==> src/rtl/mux_arb_pkg.sv <==
// rtl/mux_arb_pkg.sv - shared types and constants for the round-robin mux arbiter
package mux_arb_pkg;

  typedef enum logic [1:0] {
    ARB_IDLE,
    ARB_GRANT,
    ARB_GAP
  } arb_state_t;

  localparam int ARB_MAX_REQ  = 8;
  localparam int ARB_DEF_HOLD = 16;

  // Folds an index that may have run one lap past n back into 0..n-1.
  function automatic int rr_wrap(input int v, input int n);
    return (v >= n) ? v - n : v;
  endfunction

endpackage

==> src/rtl/rr_pick.sv <==
// rtl/rr_pick.sv - combinational rotate-priority encoder: first set req at ptr, ptr+1, ... wrapping
module rr_pick
  import mux_arb_pkg::*;
#(
  parameter int N_REQ = ARB_MAX_REQ,
  parameter int SEL_W = $clog2(N_REQ)
) (
  input  logic [N_REQ-1:0] req,
  input  logic [SEL_W-1:0] ptr,
  output logic             any,
  output logic [SEL_W-1:0] idx
);

  logic [SEL_W-1:0] cand [N_REQ];

  always_comb begin
    for (int i = 0; i < N_REQ; i++) begin
      cand[i] = SEL_W'(rr_wrap(int'(ptr) + i, N_REQ));
    end
  end

  // Scan from lowest priority to highest so the last hit is the winner.
  always_comb begin
    any = 1'b0;
    idx = '0;
    for (int i = N_REQ - 1; i >= 0; i--) begin
      if (req[cand[i]]) begin
        any = 1'b1;
        idx = cand[i];
      end
    end
  end

endmodule

==> src/rtl/mux_rr_arbiter.sv <==
// rtl/mux_rr_arbiter.sv - round-robin owner of a shared N:1 mux with break-before-make handover
module mux_rr_arbiter
  import mux_arb_pkg::*;
#(
  parameter int N_REQ    = ARB_MAX_REQ,
  parameter int SEL_W    = $clog2(N_REQ),
  parameter int MAX_HOLD = ARB_DEF_HOLD,
  parameter int CNT_W    = (MAX_HOLD > 0) ? $clog2(MAX_HOLD + 1) : 1
) (
  input  logic             clk,
  input  logic             rst_n,
  input  logic             en,
  input  logic [N_REQ-1:0] req,
  output logic [N_REQ-1:0] grant,
  output logic [SEL_W-1:0] sel,
  output logic             sel_valid,
  output logic             timeout
);

  localparam logic [CNT_W-1:0] HOLD_LAST = CNT_W'((MAX_HOLD > 0) ? MAX_HOLD - 1 : 0);
  localparam logic [N_REQ-1:0] ONE_HOT0  = N_REQ'(1);
  localparam logic [SEL_W-1:0] LAST_IDX  = SEL_W'(N_REQ - 1);

  arb_state_t       state_q, state_d;
  logic [SEL_W-1:0] ptr_q, ptr_d;
  logic [CNT_W-1:0] hold_q, hold_d;
  logic [N_REQ-1:0] grant_q, grant_d;
  logic [SEL_W-1:0] sel_q, sel_d;
  logic             valid_q, valid_d;
  logic             timeout_q, timeout_d;

  logic             pick_any;
  logic [SEL_W-1:0] pick_idx;
  logic             owner_req;
  logic             hold_at_limit;
  logic [SEL_W-1:0] ptr_after_owner;

  rr_pick #(
    .N_REQ (N_REQ),
    .SEL_W (SEL_W)
  ) u_pick (
    .req (req),
    .ptr (ptr_q),
    .any (pick_any),
    .idx (pick_idx)
  );

  assign owner_req       = req[sel_q];
  assign hold_at_limit   = (MAX_HOLD != 0) && (hold_q == HOLD_LAST);
  assign ptr_after_owner = (sel_q == LAST_IDX) ? '0 : sel_q + 1'b1;

  always_comb begin
    state_d   = state_q;
    ptr_d     = ptr_q;
    hold_d    = hold_q;
    grant_d   = grant_q;
    sel_d     = sel_q;
    valid_d   = valid_q;
    timeout_d = 1'b0;

    case (state_q)
      ARB_IDLE: begin
        if (en && pick_any) begin
          state_d = ARB_GRANT;
          grant_d = ONE_HOT0 << pick_idx;
          sel_d   = pick_idx;
          valid_d = 1'b1;
          hold_d  = '0;
        end
      end

      ARB_GRANT: begin
        // A voluntary release in the limit cycle wins over the timeout.
        if (!owner_req || hold_at_limit) begin
          state_d   = ARB_GAP;
          grant_d   = '0;
          valid_d   = 1'b0;
          ptr_d     = ptr_after_owner;
          timeout_d = owner_req;
        end else if (hold_q != '1) begin
          hold_d = hold_q + 1'b1;
        end
      end

      ARB_GAP: begin
        state_d = ARB_IDLE;
      end

      default: begin
        state_d = ARB_IDLE;
        grant_d = '0;
        valid_d = 1'b0;
      end
    endcase
  end

  always_ff @(posedge clk or negedge rst_n) begin
    if (!rst_n) begin
      state_q   <= ARB_IDLE;
      ptr_q     <= '0;
      hold_q    <= '0;
      grant_q   <= '0;
      sel_q     <= '0;
      valid_q   <= 1'b0;
      timeout_q <= 1'b0;
    end else begin
      state_q   <= state_d;
      ptr_q     <= ptr_d;
      hold_q    <= hold_d;
      grant_q   <= grant_d;
      sel_q     <= sel_d;
      valid_q   <= valid_d;
      timeout_q <= timeout_d;
    end
  end

  assign grant     = grant_q;
  assign sel       = sel_q;
  assign sel_valid = valid_q;
  assign timeout   = timeout_q;

endmodule

==> config.mk <==
export PLATFORM = sky130hd
export DESIGN_NAME = mux_rr_arbiter
export DESIGN_NICKNAME = d
export VERILOG_FILES = /design/src/rtl/mux_arb_pkg.sv /design/src/rtl/rr_pick.sv /design/src/rtl/mux_rr_arbiter.sv
export SDC_FILE = /design/constraint.sdc
export NUM_CORES = 1
export LEC_CHECK = 0
export CORE_MARGIN = 2
export CORE_UTILIZATION = 50
export DETAILED_ROUTE_END_ITERATION = 7
export PLACE_DENSITY = 0.72
export SYNTH_ARGS = -nofsm -noshare
export SYNTH_HDL_FRONTEND = slang
export SYNTH_HIERARCHICAL = 1
export SYNTH_SLANG_ARGS = --single-unit
==> constraint.sdc <==
create_clock -name clk -period 4.6 [get_ports clk]
set_input_delay 1.15 -clock clk [delete_from_list [all_inputs] [get_ports clk]]
set_output_delay 1.15 -clock clk [all_outputs]
set_load 0.02 [all_outputs]
==> out/qor.yml, run 1 <==
route:
  final_antenna_net_count: 0
  detailroute.via_count: 1921
  drc: 0
  detail_route.wirelength_um: 5320
  drt_iter0_drc: 218
  viasPerCell: 6.49
  drt_first_pass_iters: 4
  route.detailed.wl_per_inst_um: 18.0
run_status:
  outcome: "finished, final reports clean"
setup_path:
  start_point_of_the_critical_path: "req[2]"
  crit_path_cell_trace: "clkdlybuf4s50_1 > mux4_2 > mux2i_1 > nor3b_1 > a311oi_1 > o211ai_1 > or3_2 > or4b_2 > o21ai_0"
  path_class: "input pin to register"
  crit_fanout: 7
  critical-path-top-delay-family: "simple AND/OR/NAND/NOR gates"
  critical_path.endpoint_type: "register"
  timing.critical_path.slowest_stage_cell: "sky130_fd_sc_hd__or4b_2"
  critPathRequiredTime_ns: 4.80
  worstPathArrival_ns: 4.45
  timing.critical_path.buf_inv: 1
  worstSetupStartpointType: "input pin"
  critical_path.reg2reg.startpoint: "ptr_q[0]"
  critical_path.max_stage_delay_ns: 0.61
power_and_ir_drop:
  design_power_total_uw: 2040
  power_switching_uw: 1010
  p_clk_share_pct: 6.5
  intPower_uw: 1030
  ir_drop_uv: 435
  power.share.sequential_pct: 17.6
  power.density_cell_area_nw_per_um2: 803
  p_comb_share_pct: 75.9
  sw_share_pct: 49.3
  cellLeakagePower_uw: 0.00103
hold_path:
  min-delay-path-class: "register to register"
  hold_start: "grant[0]"
synth:
  yosys_warnings: 6
  netlist_area_um2: 2220
  syn-instance-count: 219
  cell_type_with_the_highest_aggregate_area_in_the_netlist: "sky130_fd_sc_hd__dfrtp_1"
  syn-num-nets: 237
  synthesis.area_per_instance_um2: 10.1
  fraction_of_the_yosys_area_taken_by_sequential_cells_pct: 25.9
  synthArstFlopShare_pct: 100
  ys_dominant_reg_cell: "sky130_fd_sc_hd__dfrtp_1"
  synth.ff_latch_count: 23
  synth.distinct_cells: 63
  synth_largest_type_area_fraction_pct: 25.9
  yosys-top-cells-area: "sky130_fd_sc_hd__dfrtp_1 (26%), sky130_fd_sc_hd__mux2_2 (7.6%), sky130_fd_sc_hd__mux4_2 (7.1%), sky130_fd_sc_hd__mux4_1 (4.7%), sky130_fd_sc_hd__ha_1 (3.9%)"
  synth_edf_count: 0
sta:
  report.final.slew_viol_count: 0
  timing.final.setup_violations: 0
  max_freq_mhz: 235
  max_slew.worst_pin.slew_ns: 1.05
  period_minus_slack_ns: 4.25
  setup_repair_after_global_routing_missed_its_margin: "false"
  final.setup_skew_ns: 0.00427
  final_hold_violation_count: 0
  final_cycle_utilization_of_the_critical_path_pct: 92.4
  final.setup.tns_ns: 0
  max_slew_margin_pct: 29.9
cells_and_area:
  filler_cell_count: 387
  layout.nets: 263
  layoutNonFillerInstCount: 296
  final_layout_size_suffix_gt1_share_pct: 20.9
  antenna_diode_count: 0
  layout.cells.most_common_list: "sky130_fd_sc_hd__dfrtp_1 (23), sky130_fd_sc_hd__clkdlybuf4s50_1 (23), sky130_fd_sc_hd__nand2_1 (21)"
  areaGrowthSynthToFinish_pct: 14.4
global_routing:
  global_route_wire_length_before_repair_um: 9080
  grtUsageTotal_pct: 22.5
  antenna_found_initial: 0
  globalRouteOverflowTotal: 0
  maximum_number_of_pins_on_one_net_before_global_route_repair: 24
  grt_pass1_vias: 1834
clocking:
  clockRootBuffer: "sky130_fd_sc_hd__clkbuf_8"
  htree_num_levels: 1
  cts_num_sinks: 23
  cts_hold_buffers: 0
  clk_pin_slew_ns: 0.09
  total_clock_buffers_created_by_cts: 3
  clock_tree_from_tritoncts: "done"
  post_cts_resize_count: 0
  cts_setup_buffers: 0
  clk_path_buf_depth: 2
  insertion_delay_ns: 0.27
placed_design:
  hpwlAfterDp_um: 3870
  placed_cells: 292
  port-buffer-count: 23
  finalWeightedCongestion: 0.911
die:
  core_um2: 4320
  initial_core_util_pct: 51.3
  full_die_area_um2: 4990
  ioPinCount: 24
  die_w_um: 70.6
  die-height_um: 70.6
  std_cell_rows: 24
job:
  timing.max_cap.violations: 0
-- per-stage QoR --
stage	hold slack (ns)	area, um2	worst slack (ns)	utilization [%]
6_report	0.510	2540	0.352	58.7
5_1_grt	0.531	2540	0.136	58.7
4_1_cts	0.516	2540	0.377	58.7
3_5_place_dp	0.497	2490	0.107	57.7
3_3_place_gp	0.494	2490	0.198	57.7
2_1_floorplan	0.475	2220	0.826	-
-- per-layer routing --
metal | track usage (%) | wire length, um | vias to the layer above
met2 | 37.1 | 2520 | 62
met5 | 0 | 0 | -
met3 | 2.28 | 278 | 13
li1 | - | - | 903
met4 | 10.1 | 174 | 0
met1 | 30.2 | 2350 | 943
-- worst paths after layout --
path	to	slack (ns)	depth (start not counted)
min in group asynchronous	ptr_q[2]	1.44	1
worst max register to register	grant[4]	0.92	10
worst max-delay path	grant[4]	0.35	9
worst min register to register	grant[0]	0.51	1
max in group asynchronous	hold_q[2]	2.53	1
worst min-delay path	grant[0]	0.51	1
-- worst register-to-register path, cell delays in order (launching register included) --
cell and delay, ns:
sky130_fd_sc_hd__dfrtp_1 0.35, sky130_fd_sc_hd__inv_1 0.10, sky130_fd_sc_hd__ha_1 0.54, sky130_fd_sc_hd__mux4_2 0.44, sky130_fd_sc_hd__mux2i_1 0.40, sky130_fd_sc_hd__nor3b_1 0.10, sky130_fd_sc_hd__a311oi_1 0.24, sky130_fd_sc_hd__o211ai_1 0.18
sky130_fd_sc_hd__or3_2 0.55, sky130_fd_sc_hd__or4b_2 0.61, sky130_fd_sc_hd__o21ai_0 0.09
-- synthesized netlist by cell type (3+ instances only) --
cell / n
sky130_fd_sc_hd__a21oi_1: 6
sky130_fd_sc_hd__a31oi_1: 3
sky130_fd_sc_hd__and2_1: 4
sky130_fd_sc_hd__buf_6: 3
sky130_fd_sc_hd__dfrtp_1: 23
sky130_fd_sc_hd__ha_1: 7
sky130_fd_sc_hd__inv_1: 9
sky130_fd_sc_hd__mux2_2: 15
sky130_fd_sc_hd__mux2i_1: 5
sky130_fd_sc_hd__mux4_1: 4
sky130_fd_sc_hd__mux4_2: 7
sky130_fd_sc_hd__nand2_1: 21
sky130_fd_sc_hd__nand3_1: 6
sky130_fd_sc_hd__nand3b_1: 4
sky130_fd_sc_hd__nand4_1: 5
sky130_fd_sc_hd__nor2_1: 18
sky130_fd_sc_hd__nor3_1: 4
sky130_fd_sc_hd__nor3b_1: 6
sky130_fd_sc_hd__nor4_1: 3
sky130_fd_sc_hd__o211ai_1: 4
sky130_fd_sc_hd__o21ai_0: 7
sky130_fd_sc_hd__xnor2_1: 3
-- layout make-up --
| type | count | area [um2] | area share (%) |
|---|---|---|---|
| clock buffers | 3 | 41.3 | 1.63 |
| well taps | 52 | 65.1 | 2.56 |
| repair buffers | 29 | 275 | 10.8 |
| clock inverters | 1 | 5.00 | 0.197 |
| multi-input cells | 179 | 1540 | 60.8 |
| flip-flops and latches | 23 | 576 | 22.7 |
| inverters | 9 | 33.8 | 1.33 |
-- sequential cells by signal, indices dropped and copies added (netlist names) --
register	count
timeout	1
ptr_q	3
sel	3
grant	8
hold_q	5
sel_valid	1
state_q	2
-- logic make-up (layout without fill, tap and decap cells) --
kind of cell | after synthesis | count (layout) | synth area share (%)
and+or+nand+nor | 90 | 90 | 22.7
AOI/OAI and AO/OA | 44 | 44 | 17.3
muxes | 34 | 34 | 24.1
DFF | 23 | 23 | 25.9
buffers and inverters | 17 | 42 | 4.51
adders and majority gates | 7 | 7 | 3.95
xor gates and xnor gates | 4 | 4 | 1.58
-- power by group through the flow --
stage	sequential (uW)	combinational [uW]	clock, uW
floorplan	356	1200	0
global placement	360	1510	0
detailed placement	362	1530	0
CTS	359	1540	133
global route	375	1680	143
finish	359	1550	132
Note: power is estimated with default switching activity, not from simulation.
==> run 2: changes to the inputs <==
Settings changed: SLEW_MARGIN from default to 40.
==> out/qor.yml, run 2 (synthesized netlist as in run 1, its figures left out) <==
sta:
  max_freq_mhz: 235
  final_hold_violation_count: 0
  report.final.slew_viol_count: 0
  final_cycle_utilization_of_the_critical_path_pct: 92.3
  max_slew.worst_pin.slew_ns: 0.723
  final.setup.tns_ns: 0
  period_minus_slack_ns: 4.25
  whs_ns: 0.511
  max_slew_margin_pct: 51.5
  timing.final.setup_violations: 0
  setup_repair_after_global_routing_missed_its_margin: "false"
  final.setup_skew_ns: 0.00762
clocking:
  clk_pin_slew_ns: 0.08
  clockRootBuffer: "sky130_fd_sc_hd__clkbuf_8"
  htree_num_levels: 1
  clock_tree_from_tritoncts: "done"
  cts_num_sinks: 23
  post_cts_resize_count: 0
  cts_hold_buffers: 0
  clk_path_buf_depth: 2
  cts_setup_buffers: 0
  total_clock_buffers_created_by_cts: 3
  insertion_delay_ns: 0.27
cells_and_area:
  largest_reg_flops: 8
  final_layout_size_suffix_gt1_share_pct: 21.3
  areaGrowthSynthToFinish_pct: 14.2
  layout.nets: 263
  filler_cell_count: 391
  most_common_library_cell_in_the_layout_ignoring_fill_and_taps: "sky130_fd_sc_hd__dfrtp_1"
  antenna_diode_count: 0
  post-route-util_pct: 58.6
  layoutNonFillerInstCount: 296
  layout.cells.most_common_list: "sky130_fd_sc_hd__dfrtp_1 (23), sky130_fd_sc_hd__clkdlybuf4s50_1 (22), sky130_fd_sc_hd__nand2_1 (21)"
die:
  full_die_area_um2: 4990
  core_um2: 4320
  std_cell_rows: 24
  ioPinCount: 24
  die-height_um: 70.6
  die_w_um: 70.6
  initial_core_util_pct: 51.3
global_routing:
  maximum_number_of_pins_on_one_net_before_global_route_repair: 24
  antenna_found_initial: 0
  grtUsageTotal_pct: 22.5
  grt_pass1_vias: 1888
  globalRouteOverflowTotal: 0
  global_route_wire_length_before_repair_um: 9150
route:
  detail_route.wirelength_um: 5230
  final_antenna_net_count: 0
  detailroute.via_count: 1919
  drt_iter0_drc: 180
  drt_first_pass_iters: 4
  viasPerCell: 6.48
  route.detailed.wl_per_inst_um: 17.7
  drc: 0
setup_path:
  crit_fanout: 8
  critPathRequiredTime_ns: 4.79
  worstPathArrival_ns: 4.44
  crit_path_cell_trace: "clkdlybuf4s50_1 > mux4_2 > mux2i_1 > nor3b_1 > a311oi_1 > o211ai_1 > or3_2 > or4b_2 > o21ai_0"
  critical_path.max_stage_delay_ns: 0.61
  worstSetupStartpointType: "input pin"
  critical_path.endpoint_type: "register"
  timing.critical_path.slowest_stage_cell: "sky130_fd_sc_hd__or4b_2"
  r2r_cells: 10
  path_class: "input pin to register"
power_and_ir_drop:
  power.density_cell_area_nw_per_um2: 804
  ir_drop_uv: 312
  cellLeakagePower_uw: 0.00103
  design_power_total_uw: 2040
placed_design:
  hpwlAfterDp_um: 3920
  finalWeightedCongestion: 0.911
  placed_cells: 292
  port-buffer-count: 23
run_status:
  outcome: "finished, final reports clean"
hold_path:
  min-delay-path-class: "register to register"
  worst_hold_path.num_cells: 1
job:
  timing.max_cap.violations: 0
==> run 2: power breakdown <==
group | switching [uW] | total, uW | leakage, uW | internal [uW]
Sequential | 92.2 | 359 | 0.000302 | 266
Combinational | 841 | 1550 | 0.000702 | 707
Clock | 69.2 | 130 | 0.0000255 | 60.6
==> run 2: through the flow <==
step / worst slack, ns / area [um2]
finish: 0.353 / 2530
global placement: 0.198 / 2490
global route: 0.109 / 2530
floorplan: 0.826 / 2220
CTS: 0.371 / 2530
detailed placement: 0.0779 / 2490
==> run 2: cell type report <==
cell class	count	area (um2)	area share (%)
Inverter	9	33.8	1.33
Clock inverter	1	5.00	0.197
Timing Repair Buffer	29	270	10.7
Tap cell	52	65.1	2.57
Multi-Input combinational cell	179	1540	60.9
Clock buffer	3	41.3	1.63
Sequential cell	23	576	22.7
==> run 2: path summary, 6_finish.rpt <==
kind / startpoint / end / slack, ns
max: req[6] / grant[4] / 0.35
min: grant[0] / grant[0] / 0.51
max reg2reg: ptr_q[0] / grant[4] / 0.91
min reg2reg: grant[0] / grant[0] / 0.51
max in group asynchronous: rst_n / hold_q[4] / 3.42
min in group asynchronous: rst_n / hold_q[3] / 0.83
==> run 2: worst max-delay path: cells and delay by family <==
kind / cells / cell delay (ns)
and+or+nand+nor: 3 / 1.27
muxes: 2 / 0.98
buffers and inverters: 1 / 0.53
AOI/OAI and AO/OA: 3 / 0.51
==> run 2: layer usage <==
metal | global-route usage [%] | part of all wire (%) | up-vias
met5 | 0 | 0 | -
met3 | 1.57 | 3.4 | 17
met2 | 36.6 | 47 | 45
li1 | - | - | 896
met1 | 30.5 | 45 | 961
met4 | 11.1 | 4.1 | 0
==> run 3: changes to the inputs <==
Settings changed: ABC_CLOCK_PERIOD_IN_PS from default to 4600, CAP_MARGIN from default to 15, CORE_ASPECT_RATIO from default to 0.6.
==> out/qor.yml, run 3 (synthesized netlist as in run 1, its figures left out) <==
setup_path:
  critPathRequiredTime_ns: 4.79
  r2r_end: "grant[4]"
  crit_fanout: 8
  critical_path.endpoint_type: "register"
  critical_path.reg2reg.startpoint: "ptr_q[1]"
  r2r_cells: 10
  reg2reg_setup_slack_ns: 0.85
  path_class: "input pin to register"
  worstSetupStartpointType: "input pin"
  worstPathArrival_ns: 4.44
clocking:
  clk_path_buf_depth: 2
  htree_num_levels: 1
  cts_setup_buffers: 0
  post_cts_resize_count: 0
  clockRootBuffer: "sky130_fd_sc_hd__clkbuf_8"
  total_clock_buffers_created_by_cts: 3
  insertion_delay_ns: 0.27
  cts_hold_buffers: 0
  cts_num_sinks: 23
  clock_tree_from_tritoncts: "done"
  clk_pin_slew_ns: 0.08
sta:
  max_freq_mhz: 236
  setup_repair_after_global_routing_missed_its_margin: "false"
  timing.final.setup_violations: 0
  period_minus_slack_ns: 4.24
  final.setup_skew_ns: 0.00160
  report.final.slew_viol_count: 0
  final.setup.tns_ns: 0
  max_slew_margin_pct: 55.3
  max_slew.worst_pin.slew_ns: 0.665
  final_cycle_utilization_of_the_critical_path_pct: 92.2
  whs_ns: 0.517
  post-route-worst-setup-slack_ns: 0.358
  final_hold_violation_count: 0
hold_path:
  worst_hold_path.num_cells: 1
  hold_endpoint: "grant[2]"
  min-delay-path-class: "register to register"
  hold_start: "grant[2]"
cells_and_area:
  most_common_library_cell_in_the_layout_ignoring_fill_and_taps: "sky130_fd_sc_hd__dfrtp_1"
  layout.nets: 263
  filler_cell_count: 360
  antenna_diode_count: 0
  final_layout_size_suffix_gt1_share_pct: 20.9
  areaGrowthSynthToFinish_pct: 14.6
  largest_reg_flops: 8
  layout.cells.most_common_list: "sky130_fd_sc_hd__dfrtp_1 (23), sky130_fd_sc_hd__clkdlybuf4s50_1 (22), sky130_fd_sc_hd__nand2_1 (21)"
  stdcell_area_um2: 2540
route:
  drc: 0
  detail_route.wirelength_um: 5650
  drt_first_pass_iters: 5
  final_antenna_net_count: 0
  drt_iter0_drc: 305
  viasPerCell: 6.44
  route.detailed.wl_per_inst_um: 18.6
  detailroute.via_count: 1957
power_and_ir_drop:
  power.density_cell_area_nw_per_um2: 815
  ir_drop_uv: 321
  cellLeakagePower_uw: 0.00103
  design_power_total_uw: 2070
die:
  core_um2: 4190
  die_w_um: 90.0
  die-height_um: 55.6
  std_cell_rows: 18
  initial_core_util_pct: 53.0
  ioPinCount: 24
  full_die_area_um2: 5010
global_routing:
  global_route_wire_length_before_repair_um: 9570
  globalRouteOverflowTotal: 0
  grtUsageTotal_pct: 23.9
  antenna_found_initial: 0
  grt_pass1_vias: 1757
  maximum_number_of_pins_on_one_net_before_global_route_repair: 24
placed_design:
  dp_worst_setup_slack_ns: 0.0784
  hpwlAfterDp_um: 4240
  port-buffer-count: 23
  post_dp_cell_area_um2: 2500
  finalWeightedCongestion: 0.951
job:
  timing.max_cap.violations: 0
run_status:
  outcome: "finished, final reports clean"
==> run 3: cell count changes in the layout (fill, tap and decap cells not counted), sizes merged <==
cell	before	now
clkbuf	3	4
clkinv	1	0
==> run 3: metrics by stage <==
stage,instances,utilization (%)
detailed placement,300,59.6
global placement,300,59.8
CTS,304,60.7
global route,304,60.7
finish,304,60.7
floorplan,219,-
==> run 3: how the worst max path moves through the flow <==
stage              from  endpoint  slack (ns)  depth (start not counted)
6_report         req[6]  grant[4]        0.36                          9
5_1_grt          req[6]  grant[4]         0.1                          9
4_1_cts          req[6]  grant[4]        0.37                          9
3_5_place_dp     req[2]  grant[4]        0.08                          9
3_3_place_gp     req[6]  grant[4]        0.21                          9
2_1_floorplan  ptr_q[0]  grant[4]        0.83                         13
==> run 3: critical path: stages <==
cell and delay [ns]:
sky130_fd_sc_hd__clkdlybuf4s50_1 0.53, sky130_fd_sc_hd__mux4_2 0.61, sky130_fd_sc_hd__mux2i_1 0.38, sky130_fd_sc_hd__nor3b_1 0.09
sky130_fd_sc_hd__a311oi_1 0.23, sky130_fd_sc_hd__o211ai_1 0.17, sky130_fd_sc_hd__or3_2 0.56, sky130_fd_sc_hd__or4b_2 0.62
sky130_fd_sc_hd__o21ai_0 0.09
==> run 3: power breakdown <==
group	total [uW]	internal (uW)	leakage, uW	switching [uW]
combinational	1580	707	0.000702	874
sequential	362	267	0.000302	95.2
clock	130	62.0	0.0000228	67.5
==> run 3: layer usage <==
metal | share of wire, % | GRT usage, % | wire length [um] | vias to the layer above
li1 | - | - | - | 903
met1 | 52 | 41.3 | 2920 | 940
met2 | 37 | 29.8 | 2090 | 107
met3 | 11 | 5.56 | 609 | 7
met4 | 0.67 | 2.86 | 38 | 0
met5 | 0 | 0 | 0 | -
==> run 3: layout make-up <==
class	instances	area, um2	area share, %
multi-input combinational	179	1540	60.7
clock buffer	4	45.0	1.77
sequential	23	576	22.6
timing repair buffer	29	270	10.6
tap	60	75.1	2.95
inverter	9	33.8	1.33
